===== src/rtl/mult_ctrl.sv =====
// Bus-mapped controller that launches a handshake multiplier, tracks busy/done/timeout
// and captures the product. Optional irq output is enabled by defining MULT_CTRL_IRQ_EN.
module mult_ctrl #(
    parameter int TIMEOUT_CYCLES = 127
) (
    input  logic        clk,
    input  logic        reset,
    input  logic        cs,
    input  logic [4:0]  addr,
    input  logic        rd,
    input  logic        wr,
    input  logic [31:0] d_in,
    output logic [31:0] d_out,
    output logic        mult_init,
    output logic [15:0] mult_op_A,
    output logic [15:0] mult_op_B,
    input  logic        mult_done,
    input  logic [31:0] mult_result
`ifdef MULT_CTRL_IRQ_EN
    ,
    output logic        irq
`endif
);

    localparam int CNT_W = (TIMEOUT_CYCLES < 2) ? 1 : $clog2(TIMEOUT_CYCLES + 1);
    localparam logic [CNT_W-1:0] CNT_MAX  = CNT_W'(TIMEOUT_CYCLES);
    localparam logic [CNT_W-1:0] CNT_ZERO = {CNT_W{1'b0}};
    localparam logic [CNT_W-1:0] CNT_ONE  = {{(CNT_W-1){1'b0}}, 1'b1};

    localparam logic [2:0] REG_OPA    = 3'd0;
    localparam logic [2:0] REG_OPB    = 3'd1;
    localparam logic [2:0] REG_CTRL   = 3'd2;
    localparam logic [2:0] REG_STATUS = 3'd3;
    localparam logic [2:0] REG_RESULT = 3'd4;

    typedef enum logic [1:0] {
        ST_IDLE   = 2'd0,
        ST_LAUNCH = 2'd1,
        ST_WAIT   = 2'd2,
        ST_DRAIN  = 2'd3
    } state_t;

    state_t           state_r, next_state_s;
    logic [15:0]      opa_r, opb_r, opa_s, opb_s;
    logic [31:0]      result_r, result_s;
    logic [31:0]      d_out_r, rdata_s;
    logic [CNT_W-1:0] cnt_r, cnt_s, cnt_inc_s;
    logic             busy_r, busy_s;
    logic             done_r, done_s;
    logic             timeout_r, timeout_s;
    logic             mult_init_r;
    logic             rd_s, wr_s, start_s;
    logic [2:0]       reg_sel_s;
    logic             unused_s;

    assign reg_sel_s = addr[4:2];
    assign rd_s      = cs & rd;
    assign wr_s      = cs & wr;
    assign start_s   = wr_s & (reg_sel_s == REG_CTRL) & d_in[0];
    assign cnt_inc_s = cnt_r + CNT_ONE;
    assign unused_s  = &{1'b0, addr[1:0], d_in[31:16]};

    assign d_out     = d_out_r;
    assign mult_init = mult_init_r;
    assign mult_op_A = opa_r;
    assign mult_op_B = opb_r;

    // Read-data mux; values are sampled before this cycle's state update.
    always_comb begin
        rdata_s = 32'd0;
        case (reg_sel_s)
            REG_OPA:    rdata_s = {16'd0, opa_r};
            REG_OPB:    rdata_s = {16'd0, opb_r};
            REG_STATUS: rdata_s = {29'd0, timeout_r, done_r, busy_r};
            REG_RESULT: rdata_s = result_r;
            default:    rdata_s = 32'd0;
        endcase
    end

    // Operand registers are frozen while an operation is in flight.
    always_comb begin
        opa_s = opa_r;
        opb_s = opb_r;
        if (wr_s && !busy_r && (reg_sel_s == REG_OPA)) begin
            opa_s = d_in[15:0];
        end else if (wr_s && !busy_r && (reg_sel_s == REG_OPB)) begin
            opb_s = d_in[15:0];
        end else begin
            opa_s = opa_r;
            opb_s = opb_r;
        end
    end

    // Next-state and flag logic; completion takes priority over timeout.
    always_comb begin
        next_state_s = state_r;
        busy_s       = busy_r;
        done_s       = done_r;
        timeout_s    = timeout_r;
        cnt_s        = cnt_r;
        result_s     = result_r;
        case (state_r)
            ST_IDLE: begin
                if (start_s) begin
                    next_state_s = ST_LAUNCH;
                    busy_s       = 1'b1;
                    done_s       = 1'b0;
                    timeout_s    = 1'b0;
                end else begin
                    next_state_s = ST_IDLE;
                end
            end
            ST_LAUNCH: begin
                cnt_s        = CNT_ZERO;
                next_state_s = ST_WAIT;
            end
            ST_WAIT: begin
                cnt_s = cnt_inc_s;
                if (mult_done) begin
                    result_s     = mult_result;
                    done_s       = 1'b1;
                    next_state_s = ST_DRAIN;
                end else if (cnt_inc_s == CNT_MAX) begin
                    timeout_s    = 1'b1;
                    next_state_s = ST_DRAIN;
                end else begin
                    next_state_s = ST_WAIT;
                end
            end
            ST_DRAIN: begin
                if (mult_done) begin
                    next_state_s = ST_DRAIN;
                end else begin
                    busy_s       = 1'b0;
                    next_state_s = ST_IDLE;
                end
            end
            default: begin
                busy_s       = 1'b0;
                next_state_s = ST_IDLE;
            end
        endcase
    end

    // State, flag, operand and bus-read registers.
    always_ff @(posedge clk or posedge reset) begin
        if (reset) begin
            state_r     <= ST_IDLE;
            opa_r       <= 16'd0;
            opb_r       <= 16'd0;
            result_r    <= 32'd0;
            d_out_r     <= 32'd0;
            cnt_r       <= CNT_ZERO;
            busy_r      <= 1'b0;
            done_r      <= 1'b0;
            timeout_r   <= 1'b0;
            mult_init_r <= 1'b0;
        end else begin
            state_r     <= next_state_s;
            opa_r       <= opa_s;
            opb_r       <= opb_s;
            result_r    <= result_s;
            cnt_r       <= cnt_s;
            busy_r      <= busy_s;
            done_r      <= done_s;
            timeout_r   <= timeout_s;
            mult_init_r <= (next_state_s == ST_LAUNCH);
            if (rd_s) begin
                d_out_r <= rdata_s;
            end else begin
                d_out_r <= d_out_r;
            end
        end
    end

`ifdef MULT_CTRL_IRQ_EN
    logic irq_r, irq_s;

    assign irq = irq_r;

    // Interrupt raised on entry to DRAIN, acknowledged by a STATUS read.
    always_comb begin
        irq_s = irq_r;
        if ((state_r == ST_WAIT) && (next_state_s == ST_DRAIN)) begin
            irq_s = 1'b1;
        end else if (rd_s && (reg_sel_s == REG_STATUS)) begin
            irq_s = 1'b0;
        end else begin
            irq_s = irq_r;
        end
    end

    // Interrupt register.
    always_ff @(posedge clk or posedge reset) begin
        if (reset) begin
            irq_r <= 1'b0;
        end else begin
            irq_r <= irq_s;
        end
    end
`endif

endmodule

===== config.mk =====
export PLATFORM = sky130hd
export DESIGN_NAME = mult_ctrl
export DESIGN_NICKNAME = d
export VERILOG_FILES = /design/src/rtl/mult_ctrl.sv
export SDC_FILE = /design/constraint.sdc
export NUM_CORES = 1
export LEC_CHECK = 0
export ABC_AREA = 1
export BUFFER_PORTS_ARGS = -buffer_cell sky130_fd_sc_hd__buf_2
export CAP_MARGIN = 30
export CORE_ASPECT_RATIO = 1.2
export CORE_MARGIN = 1
export CORE_UTILIZATION = 53
export CTS_BUF_LIST = sky130_fd_sc_hd__clkbuf_4 sky130_fd_sc_hd__clkbuf_8
export DETAILED_ROUTE_END_ITERATION = 8
export PLACE_DENSITY_LB_ADDON = 0.08
export RECOVER_POWER = 50
export SYNTH_ARGS = -nofsm -noshare
export SYNTH_HDL_FRONTEND = slang
export SYNTH_SLANG_ARGS = --single-unit

===== constraint.sdc =====
create_clock -name clk -period 5.2 [get_ports clk]
set_input_delay 1.56 -clock clk [delete_from_list [all_inputs] [get_ports clk]]
set_output_delay 1.56 -clock clk [all_outputs]
set_load 0.01 [all_outputs]

# ---- After elaboration in Yosys (flattened, before gate mapping)
# Cells that the tools add are included.
dict set report classes {
  n_addsub 1
  multipliers 0
  div 0
  order_cmp 0
  eq_ne 14
  shifts 0
  mux 16
  bitwise 5
  reduce_logical 14
}
# operator count
set ops {}
lappend ops {{case mux 32 bit (4 select lines)} 1}
lappend ops {{case mux 7 bit (2 select lines)} 1}
lappend ops {{!= test 2 bit, second input constant} 5}
lappend ops {{2-to-1 mux 1 bit} 9}
lappend ops {{case mux 2 bit (4 select lines)} 1}
lappend ops {{adder 7 x 1 -> 7 bit, second input constant} 1}
lappend ops {{== test 7 bit, second input constant} 1}
lappend ops {{== test 3 x 2 -> 1 bit, second input constant} 2}
lappend ops {{case mux 1 bit (2 select lines)} 3}
lappend ops {{AND reduction 3 bit} 2}
lappend ops {{nonzero test 2 bit} 3}
lappend ops {{bitwise AND 1 bit} 4}
lappend ops {{== test 2 x 1 -> 1 bit, second input constant} 2}
lappend ops {{== test 2 bit, second input constant} 2}
lappend ops {{AND reduction 2 bit} 2}
lappend ops {{AND reduction 4 bit} 1}
lappend ops {{== test 3 x 1 -> 1 bit, second input constant} 1}
lappend ops {{== test 3 bit, second input constant} 1}
lappend ops {{logical AND 1 bit} 3}
lappend ops {{logical NOT 3 bit} 1}
lappend ops {{logical NOT 2 bit} 1}
lappend ops {{2-to-1 mux 2 bit} 1}
lappend ops {{logical NOT 1 bit} 1}
lappend ops {{NOT 1 bit} 1}
dict set report word_totals {
  reg_bits 109
  latch_bits 0
  ramBits 0
  rom_bits 0
  inputBits 75
  output_inout_bits 65
  elab_cells 60
  mem_count 0
}

# ---- Logic depth before layout (Yosys ltp)
dict set report logic_depth {
  ltp_word 6
  mapped_depth 11
  ltp_nobuf 11
}

# ---- Worst setup path after synthesis
# Ideal clock, no wire load.
dict set report synth_timing {
  path_kind {input port to flip-flop}
  start {in addr[4]}
  end {reg opb_r[10] (netlist: mult_op_B[10])}
  setup_time_ns 0.126
  t_arrival_ns 2.219
  t_required_ns 5.074
  slack_ns 2.855
  stages 7
  n_path_buf 1
  path_cell_list {inv_2 -> nand2_1 -> nor2_4 -> nand2_1 -> buf_2 -> nand2_1 -> o21ai_0}
}
dict set report synth_between {
  elab_chain_len 4
  word_cells_on_any_way 6
  cone_classes {eq/ne: 1; bitwise: 1; reduce/logical: 4}
}
# element line
set synth_rtl {}
lappend synth_rtl {{start, declared} 9} ;# input logic [4:0] addr,
lappend synth_rtl {{logical NOT 3 bit} 84} ;# if (wr_s && !busy_r && (reg_sel_s == REG_OPA)) begin
lappend synth_rtl {{logical AND 1 bit} 84}
lappend synth_rtl {{NOT 1 bit (no source line)} n/a}
lappend synth_rtl {{AND reduction 2 bit (no source line) (*)} n/a}
lappend synth_rtl {{end signal, assigned} 161} ;# opb_r <= opb_s;
lappend synth_rtl {{end, declared} 44} ;# logic [15:0] opa_r, opb_r, opa_s, opb_s;
# Every way passes the cells marked *; elsewhere a longest branch is shown, timed or not.
# A chain may end at the register's enable or synchronous reset.

==> flow_summary.toml <==
[critical_path]
start_kind = "primary input"
cpPeakStageDelay_ns = 1.69
reg2reg_to = "result_r[1]"
r2r_cells = 7
cp_slowest_cell = "clkinvlp_2"
cp.arrival_ns = 3.93
crit_path_cell_trace = "buf_2, clkinvlp_2, buf_4"
crit_path_end_kind = "asynchronous set/reset pin"
worstSetupPathType = "in -> async"
path_max_fanout = 70
required_ns = 5.74
rr_startpoint = "state_r[0]"
r2r_slack_ns = 2.72

[synth]
synth_nets = 652
synth-main-ff-cell = "dfrtp_1"
avgSynthCellArea_um2 = 8.22
synthCells = 571
yosys-top-cells-area = "dfrtp_1 (58%), nand2_1 (23%), o21ai_0 (3.1%)"
ys_types = 22
ys_top_cells_by_count = "nand2_1 (288), dfrtp_1 (109), inv_1 (34), o21ai_0 (29), o21ai_1 (28)"
synth_top_area_share_pct = 58.1
yosysMostFrequentCell = "nand2_1"
async_flop_share_pct = 100
synth_top_cell_by_area = "dfrtp_1"
synth_edf_count = 0
ys_warn_count = 0
ys_seq_elements = 109
yosysSeqAreaShare_pct = 58.1
synth_area_um2 = 4690

[clocking]
cts-root-buf = "clkbuf_8"
cts_hold_buf = 0
cts_resized = 0
numClockSinks = 109
post-cts-setup-buffers = 0
cts_tree = "done"
cts_htree_levels = 3
clock_path_buffers = 2
clock_latency_ns = 0.37
numCtsBuffers = 9
cts.clk_slew.worst_paths_ns = 0.09

[sta]
max_freq_ghz = 0.295
hold_viol = 0
tightest_slew_ns = 3.01
min_period_ns = 3.39
rsz0062_at_grt = "no"
report.final.slew_viol_count = 71
setup_viol_count_final = 0
setup_ws_ns = 1.81
slew-limit-headroom_pct = -102
finalCritPeriodShare_pct = 65.2
setup_tns_ns = 0
final.setup_skew_ns = 0.0100

[route]
drcViolationCount = 0
routed_wire_length_per_instance_um = 14.2
via_per_inst = 5.01
firstDrtPassIters = 4
initialDrtViolationCount = 218
routed_wl_mm = 11.5
vias = 4045
ant_nets = 0

[global_route]
grt_pass1_wl_mm = 18.9
grt_max_degree = 71
grt_pass1_vias = 3923
grtUsageTotal_pct = 27.2
grt-ovfl-total = 0
antenna_found_initial = 0

[power_and_ir_drop]
switching_power_uw = 503
switching_share_pct = 27.8
leakage_uw = 0.00313
clkPwrFrac_pct = 28.6
seqPwrFrac_pct = 56.9
ir_worst_vdd_mv = 0.176
internal-power_uw = 1310
p_per_area_nw_per_um2 = 321
comb_power_share_pct = 14.5

[placed_design]
dp_slack_ns = 2.00
postPlaceCellArea_um2 = 5480
place.gp.congestion = 0.858
numPortBuffers = 121
place_inst = 793
hpwl_mm = 7.88

[finish]
stdcell_area_um2 = 5630
n_antenna_cell = 0
postLayoutCoreUtil_pct = 65.8
area_growth_syn_to_layout_pct = 20.0
nFillCells = 803
instances_no_fill = 808
multi_input_area_um2 = 1700
final_nets = 768
drive_gt1_share_pct = 21.9
regArea_um2 = 2730

[die]
num_io_pins = 140
coreArea_um2 = 8560
rows = 37
start_util_pct = 54.8
dieArea_um2 = 9240
die_w_um = 87.9
die_h_um = 105

[outcome]
violations = "max-capacitance violations, max-slew violations"
status = "finished with violations"

[hold_path]
worstHoldPathCells = 2
min_to = "d_out[6]"
holdCritStartpoint = "d_out[6]"
hp-class = "reg -> reg"

[flow_run]
cap_violations = 1
-- power groups by stage --
stage | registers, µW | logic [µW] | clock network [µW]
after global routing | 1040 | 301 | 567
after floorplan | 1050 | 136 | 0
after CTS | 1030 | 269 | 526
final | 1030 | 263 | 517
after detailed placement | 1040 | 267 | 0
after global placement | 1040 | 256 | 0
-- final cells by class --
cell class,instances,share of cell area (%)
flip-flops and latches,109,48.4
multi-input cells,399,30.1
repair buffers,129,12.8
inverters,39,2.62
clock buffers,12,2.60
well taps,117,2.60
clock inverters,3,0.822
-- placed cells by master, fill, tap and decap left out, types with 4 or more instances in the layout --
master	Yosys	final
nand4_1	4	4
nand3_1	18	18
buf_2	13	119
buf_4	1	4
clkbuf_8	0	9
o22ai_1	5	5
ha_1	6	6
inv_2	5	4
dfrtp_1	109	109
o21ai_0	29	29
nor2_1	10	10
a21oi_1	4	4
inv_1	34	33
nand2_1	288	288
o21ai_1	28	28
-- sequential cells by signal, summed over array words and instances (netlist names) --
name / count
busy_r: 1
cnt_r: 7
d_out: 32
done_r: 1
mult_init: 1
mult_op_A: 16
mult_op_B: 16
result_r: 32
state_r: 2
timeout_r: 1
-- logic make-up (layout without fill, tap and decap cells) --
group / count (synthesis) / in the layout / share of synthesized area [%]
buf+inv: 63 / 183 / 5.49
compound gates: 67 / 67 / 7.33
fa+ha+maj: 6 / 6 / 1.60
flops: 109 / 109 / 58.1
simple gates: 326 / 326 / 27.5
-- worst max path at each step --
stage | start | to | depth (start not counted)
2_1_floorplan | reset | busy_r | 1
3_3_place_gp | addr[4] | mult_op_B[13] | 6
3_5_place_dp | addr[3] | d_out[2] | 8
4_1_cts | addr[3] | d_out[2] | 8
5_1_grt | reset | cnt_r[6] | 2
6_report | reset | result_r[2] | 3
-- stage by stage --
step,hold WS [ns],total power (µW)
floorplan,0.449,1190
global placement,0.460,1300
detailed placement,0.462,1310
CTS,0.487,1820
global route,0.503,1910
finish,0.482,1810
-- critical path: cells and delay by family --
family | cells | cell delay (ns)
buffers and inverters | 3 | 2.33
-- routing by layer --
layer  wire length [µm]  vias to the layer above  GRT usage (%)  share of wire [%]
met3                591                       18           5.06                5.2
li1                   -                     2012              -                  -
met1               4910                     1902           36.0                 43
met5                  0                        -              0                  0
met2               5740                      113           44.1                 50
met4                235                        0           9.72                2.0
Power figures use the tool's default switching activity.
